## src/rtl/barrel_shift_arbiter.sv

```systemverilog
`timescale 1ns/1ps
// barrel_shifter8
//   8-bit bidirectional logical barrel shifter with zero fill. Purely
//   combinational, built as three log2 stages (1, 2, 4 positions).
//   data   : operand
//   amt    : shift amount, 0..7
//   dir    : 0 = logical right, 1 = logical left
//   result : shifted operand
module barrel_shifter8 (
  input  logic [7:0] data,
  input  logic [2:0] amt,
  input  logic       dir,
  output logic [7:0] result
);

  logic [7:0] stage1;
  logic [7:0] stage2;

  assign stage1 = amt[0] ? (dir ? {data[6:0], 1'b0}   : {1'b0, data[7:1]})   : data;
  assign stage2 = amt[1] ? (dir ? {stage1[5:0], 2'b0} : {2'b0, stage1[7:2]}) : stage1;
  assign result = amt[2] ? (dir ? {stage2[3:0], 4'b0} : {4'b0, stage2[7:4]}) : stage2;

endmodule

// barrel_shift_arbiter
//   Two-requester front end to a single shared barrel shifter. One request
//   is granted at a time (round-robin or fixed priority), its operands are
//   latched, and the operation runs as one pass (SRL, SLL, rotate by 0) or
//   two passes (rotate by 1..7, built as a shift one way OR'd with the
//   complementary shift the other way). The result is held until consumed.
//
//   Parameter FIXED_PRIORITY : 0 = round-robin, 1 = port 0 always wins
//   clk, rst                 : clock, asynchronous active-high reset
//   reqN_valid / reqN_ready  : request handshake for port N (N = 0, 1)
//   reqN_data                : 8-bit operand
//   reqN_shamt               : shift/rotate amount, 0..7
//   reqN_op                  : 00 SRL, 01 SLL, 10 ROR, 11 ROL
//   res_valid / res_ready    : result handshake
//   res_data                 : 8-bit result
//   res_id                   : index of the requester that owns the result
module barrel_shift_arbiter #(
  parameter int FIXED_PRIORITY = 0
) (
  input  logic       clk,
  input  logic       rst,
  input  logic       req0_valid,
  output logic       req0_ready,
  input  logic [7:0] req0_data,
  input  logic [2:0] req0_shamt,
  input  logic [1:0] req0_op,
  input  logic       req1_valid,
  output logic       req1_ready,
  input  logic [7:0] req1_data,
  input  logic [2:0] req1_shamt,
  input  logic [1:0] req1_op,
  output logic       res_valid,
  input  logic       res_ready,
  output logic [7:0] res_data,
  output logic       res_id
);

  typedef enum logic [1:0] {IDLE, PASS1, PASS2, DONE} state_t;

  state_t     state;
  state_t     next_state;
  logic [7:0] data_q;
  logic [2:0] shamt_q;
  logic [1:0] op_q;
  logic [7:0] temp;
  logic       favour1;     // round-robin pointer: 1 = port 1 wins a tie
  logic       grant0;
  logic       grant1;
  logic       accept;
  logic       two_pass;
  logic [2:0] sh_amt;
  logic       sh_dir;
  logic [7:0] sh_out;

  // NOTE: every signal assigned in an always_comb gets a default at the top,
  // so no path leaves it unassigned and no latch is inferred.
  always_comb begin
    grant0 = 1'b0;
    grant1 = 1'b0;
    if (req0_valid && req1_valid) begin
      if (FIXED_PRIORITY != 0 || !favour1) grant0 = 1'b1;
      else                                 grant1 = 1'b1;
    end else begin
      grant0 = req0_valid;
      grant1 = req1_valid;
    end
  end

  // Ready is gated by rst so nothing looks accepted while reset is held.
  assign req0_ready = (state == IDLE) && !rst && grant0;
  assign req1_ready = (state == IDLE) && !rst && grant1;
  assign accept     = req0_ready || req1_ready;
  assign res_valid  = (state == DONE);

  // Rotates by a non-zero amount need the complementary shift in PASS2.
  assign two_pass = op_q[1] && (shamt_q != 3'd0);

  // op[0] is the direction of the first pass for both shifts and rotates;
  // PASS2 shifts the other way by 8 - shamt.
  assign sh_amt = (state == PASS2) ? 3'(4'd8 - {1'b0, shamt_q}) : shamt_q;
  assign sh_dir = (state == PASS2) ? !op_q[0] : op_q[0];

  barrel_shifter8 u_shifter (
    .data   (data_q),
    .amt    (sh_amt),
    .dir    (sh_dir),
    .result (sh_out)
  );

  always_comb begin
    next_state = state;
    unique case (state)
      IDLE:  if (accept) next_state = PASS1;
      PASS1: next_state = two_pass ? PASS2 : DONE;
      PASS2: next_state = DONE;
      DONE:  if (res_ready) next_state = IDLE;
      default: next_state = IDLE;
    endcase
  end

  // NOTE: sequential state uses non-blocking assignments so every register
  // samples the pre-edge values, independent of statement order.
  always_ff @(posedge clk or posedge rst) begin
    if (rst) state <= IDLE;
    else     state <= next_state;
  end

  // NOTE: all datapath registers are reset, including the operand latches;
  // there is no memory array here, so nothing is left uninitialised.
  always_ff @(posedge clk or posedge rst) begin
    if (rst) begin
      data_q   <= '0;
      shamt_q  <= '0;
      op_q     <= '0;
      temp     <= '0;
      res_data <= '0;
      res_id   <= 1'b0;
      favour1  <= 1'b0;
    end else begin
      unique case (state)
        IDLE: if (accept) begin
          data_q  <= grant1 ? req1_data  : req0_data;
          shamt_q <= grant1 ? req1_shamt : req0_shamt;
          op_q    <= grant1 ? req1_op    : req0_op;
          res_id  <= grant1;
          favour1 <= !grant1;
        end
        PASS1: if (two_pass) temp <= sh_out;
               else          res_data <= sh_out;
        PASS2: res_data <= sh_out | temp;
        default: ;
      endcase
    end
  end

endmodule

```

## config.mk

```make
export PLATFORM = sky130hd
export DESIGN_NAME = barrel_shift_arbiter
export DESIGN_NICKNAME = d
export VERILOG_FILES = /design/src/rtl/barrel_shift_arbiter.sv
export SDC_FILE = /design/constraint.sdc
export NUM_CORES = 1
export LEC_CHECK = 0
export BUFFER_PORTS_ARGS = -buffer_cell sky130_fd_sc_hd__buf_2
export CORE_UTILIZATION = 40
export DETAILED_ROUTE_END_ITERATION = 7
export REMOVE_ABC_BUFFERS = 1
export SYNTH_ARGS = -nofsm -noshare
export SYNTH_HDL_FRONTEND = slang
export SYNTH_SLANG_ARGS = --single-unit
```

## constraint.sdc

```tcl
create_clock -name clk -period 6.9 [get_ports clk]
set_clock_uncertainty 0.15 [all_clocks]
set_input_delay 1.38 -clock clk [delete_from_list [all_inputs] [get_ports clk]]
set_output_delay 1.38 -clock clk [all_outputs]
set_load 0.02 [all_outputs]
```

==> results.sh, run 1 <==
export IMPL_synth_edf_count=0
export IMPL_synthesis_instances=255
export IMPL_worst_pin_slew_ps=975
export IMPL_antenna_found_initial=0
export IMPL_ys_flop_type="dfrtp_1"
export IMPL_synth_yosys_seq_area_share_pct=36.6
export IMPL_die_h_um=77.1
export IMPL_final_seq_area_um2=826
export IMPL_ys_ff_latch=33
export IMPL_rsz0062_at_grt="no"
export IMPL_track_usage_pct=18.3
export IMPL_cp_max_fo=34
export IMPL_clock_sinks=33
export IMPL_grt_max_degree=35
export IMPL_p_per_area_mw_per_mm2=554
export IMPL_finalCriticalPeriod_ps=4120
export IMPL_cp_end_kind="output port"
export IMPL_cts_root_buffer="clkbuf_8"
export IMPL_rows=26
export IMPL_clk_latency_ps=280
export IMPL_nets=333
export IMPL_routed_via_density=5.37
export IMPL_max_vdd_ir_drop_mv=0.225
export IMPL_vias=1959
export IMPL_postCtsSetupRepairBufs=0
export IMPL_drtAntennaViolNets=0
export IMPL_stdcell_count=365
export IMPL_die_area_mm2=0.00595
export IMPL_cts_hold_buf=0
export IMPL_cp_slowest_cell="buf_4"
export IMPL_grtUsageMet2_pct=28.8
export IMPL_drive_gt1_share_pct=23.1
export IMPL_async_reset_ff_share_pct=100
export IMPL_post_drt_wl_per_cell_um=13.9
export IMPL_critPathKind="input port to output port"
export IMPL_p_leak_nw=1.21
export IMPL_crit_path_frequent_cell="buf_2"
export IMPL_hp_class="register to register"
export IMPL_critPathRequiredTime_ps=5370
export IMPL_grt_util_met1_pct=24.1
export IMPL_grtUsageMet3_pct=4.17
export IMPL_die_x_um=77.1
export IMPL_slowest_delay_ps=380
export IMPL_fin_crit_sh_pct=59.7
export IMPL_cts_resized=0
export IMPL_cts_buffers=5
export IMPL_outcome="finished clean"
export IMPL_dp_cells=357
export IMPL_ioPinCount=43
export IMPL_htreeDepth=2
export IMPL_fin_setup_tns_ps=0
export IMPL_grt_pass1_wl_mm=8.59
export IMPL_place_congestion=0.847
export IMPL_clk_pin_slew_ps=70
export IMPL_finalHoldViolCount=0
export IMPL_grt_pass1_vias=1842
export IMPL_maxCapViolations=0
export IMPL_synth_warnings=0
export IMPL_first_pass_iters=4
export IMPL_syn2layout_area_growth_pct=15.0
export IMPL_drt_iter0_drc=109
export IMPL_cts_tree="done"
export IMPL_start_util_pct=42.9
export IMPL_cp_arrival_ps=2590
export IMPL_num_fill_cells=539
export IMPL_drc=0
export IMPL_synth_area_mm2=0.00226
export IMPL_top_usage_layer="met2"
export IMPL_max_clock_path_buffers=2
export IMPL_layout_commonest_cell="buf_2"
export IMPL_globalRouteOverflowTotal=0
export IMPL_hpwlAfterDp_mm=3.72
export IMPL_cp_cell_sequence="buf_2 > inv_1 > buf_4 > nand2_1 > a211oi_1 > buf_2"
export IMPL_multi_input_area_mm2=0.00132
export IMPL_slew_violations=0
export IMPL_core_area_mm2=0.00527
export IMPL_drt_total_wl_mm=5.07
export IMPL_critPathLaunchType="input port"
export IMPL_setup_viol=0
export IMPL_synth_cell_type_count=41
export IMPL_layout_common_cells="42 x buf_2, 33 x dfrtp_1, 28 x o21ai_0, 28 x nand2_1, 24 x a21oi_1"
export IMPL_max_clock_freq_mhz=243
export IMPL_portBuffers=42
export IMPL_slew_headroom_pct=33.1
export IMPL_syn_area_per_cell_um2=8.86
export IMPL_n_antenna_cell=0
## state kept, by name (all words and copies together) (netlist names)
signal and count:
data_q 8, res_data 8, temp 8, shamt_q 3, op_q 2, state 2
favour1 1, res_id 1
## where the power goes
group          total (W)  switching (W)  leakage (nW)  internal [W]
registers       0.000399       0.000109         0.401      0.000291
logic           0.000878       0.000528         0.754      0.000350
clock network   0.000160      0.0000703        0.0542     0.0000901
total            0.00144       0.000706          1.21      0.000731
## final timing paths
| check | startpoint | to | slack, ps | depth (start not counted) |
|---|---|---|---|---|
| setup / recovery | rst | req0_ready | 2780 | 6 |
| hold / removal | temp[2] | temp[2] | 340 | 2 |
| setup reg to reg | shamt_q[0] | res_data[5] | 3520 | 7 |
| hold reg to reg | temp[2] | temp[2] | 340 | 2 |
| max in group asynchronous | rst | res_data[3] | 5260 | 3 |
| min in group asynchronous | rst | shamt_q[2] | 1040 | 3 |
## critical path, delay by kind of cell
family	cells	cell delay, ps
buffers and inverters	4	740
AO/OA/AOI/OAI	1	290
AND/OR/NAND/NOR	1	160
## metal layers
metal  wire length, um  vias up  part of all wire [%]
met5                 0        -                     0
met4                99        0                   2.0
met3               199       11                   3.9
met2              2230       47                    44
met1              2540      901                    50
li1                  -     1000                     -
## cells by family (layout without fill, tap and decap cells)
logic type / Yosys count / after routing / share of synthesized area [%]
AOI/OAI and AO/OA: 89 / 89 / 23.7
and+or+nand+nor: 72 / 72 / 14.3
DFF: 33 / 33 / 36.6
muxes: 28 / 28 / 13.4
buffers and inverters: 21 / 61 / 4.88
adders and majority gates: 8 / 8 / 4.43
xor gates and xnor gates: 4 / 4 / 2.72
## cell type report
type	count	share of cell area (%)
Multi-Input combinational cell	201	50.9
Sequential cell	33	31.8
Timing Repair Buffer	44	8.67
Clock buffer	7	3.71
Tap cell	70	3.37
Inverter	9	1.30
Clock inverter	1	0.193
## metrics by stage
stage / util (%) / worst slack (ps) / hold WS, ps / area (um2) / total power (W)
after floorplan: - / 2430 / 300 / 2180 / 0.00105
final: 49.3 / 2780 / 336 / 2600 / 0.00144
after global placement: 47.3 / 2790 / 316 / 2490 / 0.00126
after CTS: 49.3 / 2740 / 340 / 2600 / 0.00144
after detailed placement: 47.3 / 2750 / 324 / 2490 / 0.00128
after global routing: 49.3 / 2600 / 367 / 2600 / 0.00157
## cells in the mapped netlist, types with 2 or more instances
cell type	count	share of area (%)
a211oi_1	2	0.66
a21oi_1	24	5.3
a22oi_1	5	1.7
a31oi_1	10	2.8
a32oi_1	2	0.78
buf_2	4	0.89
buf_4	3	1.0
buf_6	2	1.0
clkbuf_1	3	0.50
dfrtp_1	33	37
ha_1	8	4.4
inv_1	9	1.5
mux2_2	8	4.0
mux2i_1	19	8.4
nand2_1	28	4.7
nand2b_1	9	2.5
nand3_1	4	0.89
nor2_1	20	3.3
nor2b_1	5	1.4
nor3_1	2	0.44
o211ai_1	2	0.66
o21ai_0	28	6.2
o21ai_1	4	0.89
o22ai_1	3	0.83
xor2_1	2	0.78
Note: power is estimated with default switching activity, not from simulation.
==> inputs of run 2 (changes only) <==
==> constraint.sdc (replaced) <==
create_clock -name clk -period 4.1 [get_ports clk]
set_clock_uncertainty 0.15 [all_clocks]
set_input_delay 0.82 -clock clk [delete_from_list [all_inputs] [get_ports clk]]
set_output_delay 0.82 -clock clk [all_outputs]
set_load 0.02 [all_outputs]
==> run 2 against run 1 <==
Clock power increased by 97%. Critical path depth increased by 2. Cell area increased by 1.4%. Sequential share of layout area decreased by 0.45 points. Largest cell class unchanged. Cell count increased by 0.82%. Non-clock buffer count increased by 3. Largest power group unchanged. Critical path type is now register to register. Die area unchanged.
==> results.sh, run 2 (synthesis results as in run 1) <==
export IMPL_finalHoldViolCount=0
export IMPL_reg_largest_list="data_q: 8 flops, res_data: 8 flops, temp: 8 flops"
export IMPL_critPathLaunchType="register"
export IMPL_hp_class="register to register"
export IMPL_critPathRequiredTime_ps=4110
export IMPL_cts_hold_buf=0
export IMPL_cp_arrival_ps=2800
export IMPL_antenna_found_initial=0
export IMPL_num_fill_cells=556
export IMPL_place_congestion=0.942
export IMPL_post_drt_wl_per_cell_um=13.8
export IMPL_critPathKind="register to register"
export IMPL_drive_gt1_share_pct=23.5
export IMPL_finalInstanceArea_mm2=0.00263
export IMPL_slew_headroom_pct=42.7
export IMPL_first_pass_iters=4
export IMPL_postCtsSetupRepairBufs=0
export IMPL_layout_common_cells="42 x buf_2, 33 x dfrtp_1, 28 x o21ai_0, 28 x nand2_1, 24 x a21oi_1"
export IMPL_track_usage_pct=18.6
export IMPL_die_x_um=77.1
export IMPL_fin_crit_sh_pct=67.9
export IMPL_clock_sinks=33
export IMPL_htreeDepth=2
export IMPL_n_antenna_cell=0
export IMPL_portBuffers=42
export IMPL_placed_area_mm2=0.00252
export IMPL_grt_max_degree=34
export IMPL_grt_pass1_wl_mm=8.83
export IMPL_nets=336
export IMPL_layout_commonest_cell="buf_2"
export IMPL_pre_cts_ws_ps=1340
export IMPL_cp_max_fo=17
export IMPL_routed_via_density=5.27
export IMPL_p_per_area_mw_per_mm2=938
export IMPL_multi_input_area_mm2=0.00132
export IMPL_core_area_mm2=0.00527
export IMPL_syn2layout_area_growth_pct=16.6
export IMPL_cts_buffers=5
export IMPL_rows=26
export IMPL_die_h_um=77.1
export IMPL_finalCriticalPeriod_ps=2780
export IMPL_drt_iter0_drc=87
export IMPL_die_area_mm2=0.00595
export IMPL_drc=0
export IMPL_outcome="finished clean"
export IMPL_drtAntennaViolNets=0
export IMPL_cts_tree="done"
export IMPL_globalRouteOverflowTotal=0
export IMPL_cts_root_buffer="clkbuf_8"
export IMPL_vias=1940
export IMPL_slew_violations=0
export IMPL_clk_latency_ps=280
export IMPL_cts_resized=0
export IMPL_worst_pin_slew_ps=835
export IMPL_dp_cells=360
export IMPL_clk_pin_slew_ps=70
export IMPL_max_vdd_ir_drop_mv=0.338
export IMPL_setup_viol=0
export IMPL_fin_ws_ps=1320
export IMPL_hpwlAfterDp_mm=3.81
export IMPL_p_leak_nw=1.23
export IMPL_fin_util_pct=50.0
export IMPL_ioPinCount=43
export IMPL_fin_setup_tns_ps=0
export IMPL_final_seq_area_um2=826
export IMPL_stdcell_count=368
export IMPL_maxCapViolations=0
export IMPL_drt_total_wl_mm=5.08
export IMPL_cp_end_kind="register"
export IMPL_start_util_pct=42.9
export IMPL_max_clock_freq_mhz=359
export IMPL_rsz0062_at_grt="no"
export IMPL_grt_pass1_vias=1821
export IMPL_max_clock_path_buffers=2
[run 2: cell count changes in the layout (fill, tap and decap cells not counted), sizes merged]
| cell | delta |
|---|---|
| buf | +3 |
| bufinv | +1 |
| clkinv | -1 |
[run 2: where the power goes]
| part | internal (W) | switching [W] |
|---|---|---|
| registers | 0.000490 | 0.000147 |
| clock network | 0.000198 | 0.000117 |
| logic | 0.000598 | 0.000921 |
| total | 0.00129 | 0.00119 |
[run 2: layer usage]
metal | global-route usage (%) | wire (um) | vias to the layer above
li1 | - | - | 1004
met1 | 26.2 | 2630 | 886
met2 | 28.6 | 2230 | 44
met3 | 3.69 | 176 | 6
met4 | 5.66 | 55 | 0
met5 | 0 | 0 | -
[run 2: metrics by stage]
step,total power (W),hold slack [ps]
after floorplan,0.00177,300
final,0.00247,337
after detailed placement,0.00216,327
after global placement,0.00216,315
after CTS,0.00248,343
after global routing,0.00272,365
[run 2: cell type report]
| class | count | share of cell area, % |
|---|---|---|
| Clock buffer | 7 | 3.28 |
| Clock inverter | 1 | 1.14 |
| Inverter | 9 | 1.28 |
| Multi-Input combinational cell | 201 | 50.2 |
| Sequential cell | 33 | 31.4 |
| Tap cell | 70 | 3.33 |
| Timing Repair Buffer | 47 | 9.41 |
[run 2: final timing paths]
path                          start  cells after the start          end  slack (ps)
min reg2reg                 op_q[1]                      2      op_q[1]         340
min                         op_q[1]                      2      op_q[1]         340
min in group asynchronous       rst                      3     state[1]         510
max in group asynchronous       rst                      3    data_q[7]        2980
max reg2reg                state[0]                      8  res_data[5]        1320
max                        state[0]                      8  res_data[5]        1320
[run 2: worst max-delay path, cell delays in order (launching register included)]
cell and delay [ps]:
dfrtp_1 410, inv_1 150, ha_1 160, buf_4 250, mux2i_1 740, o211ai_1 180, a31o_2 270, a32oi_1 240
a21oi_1 100
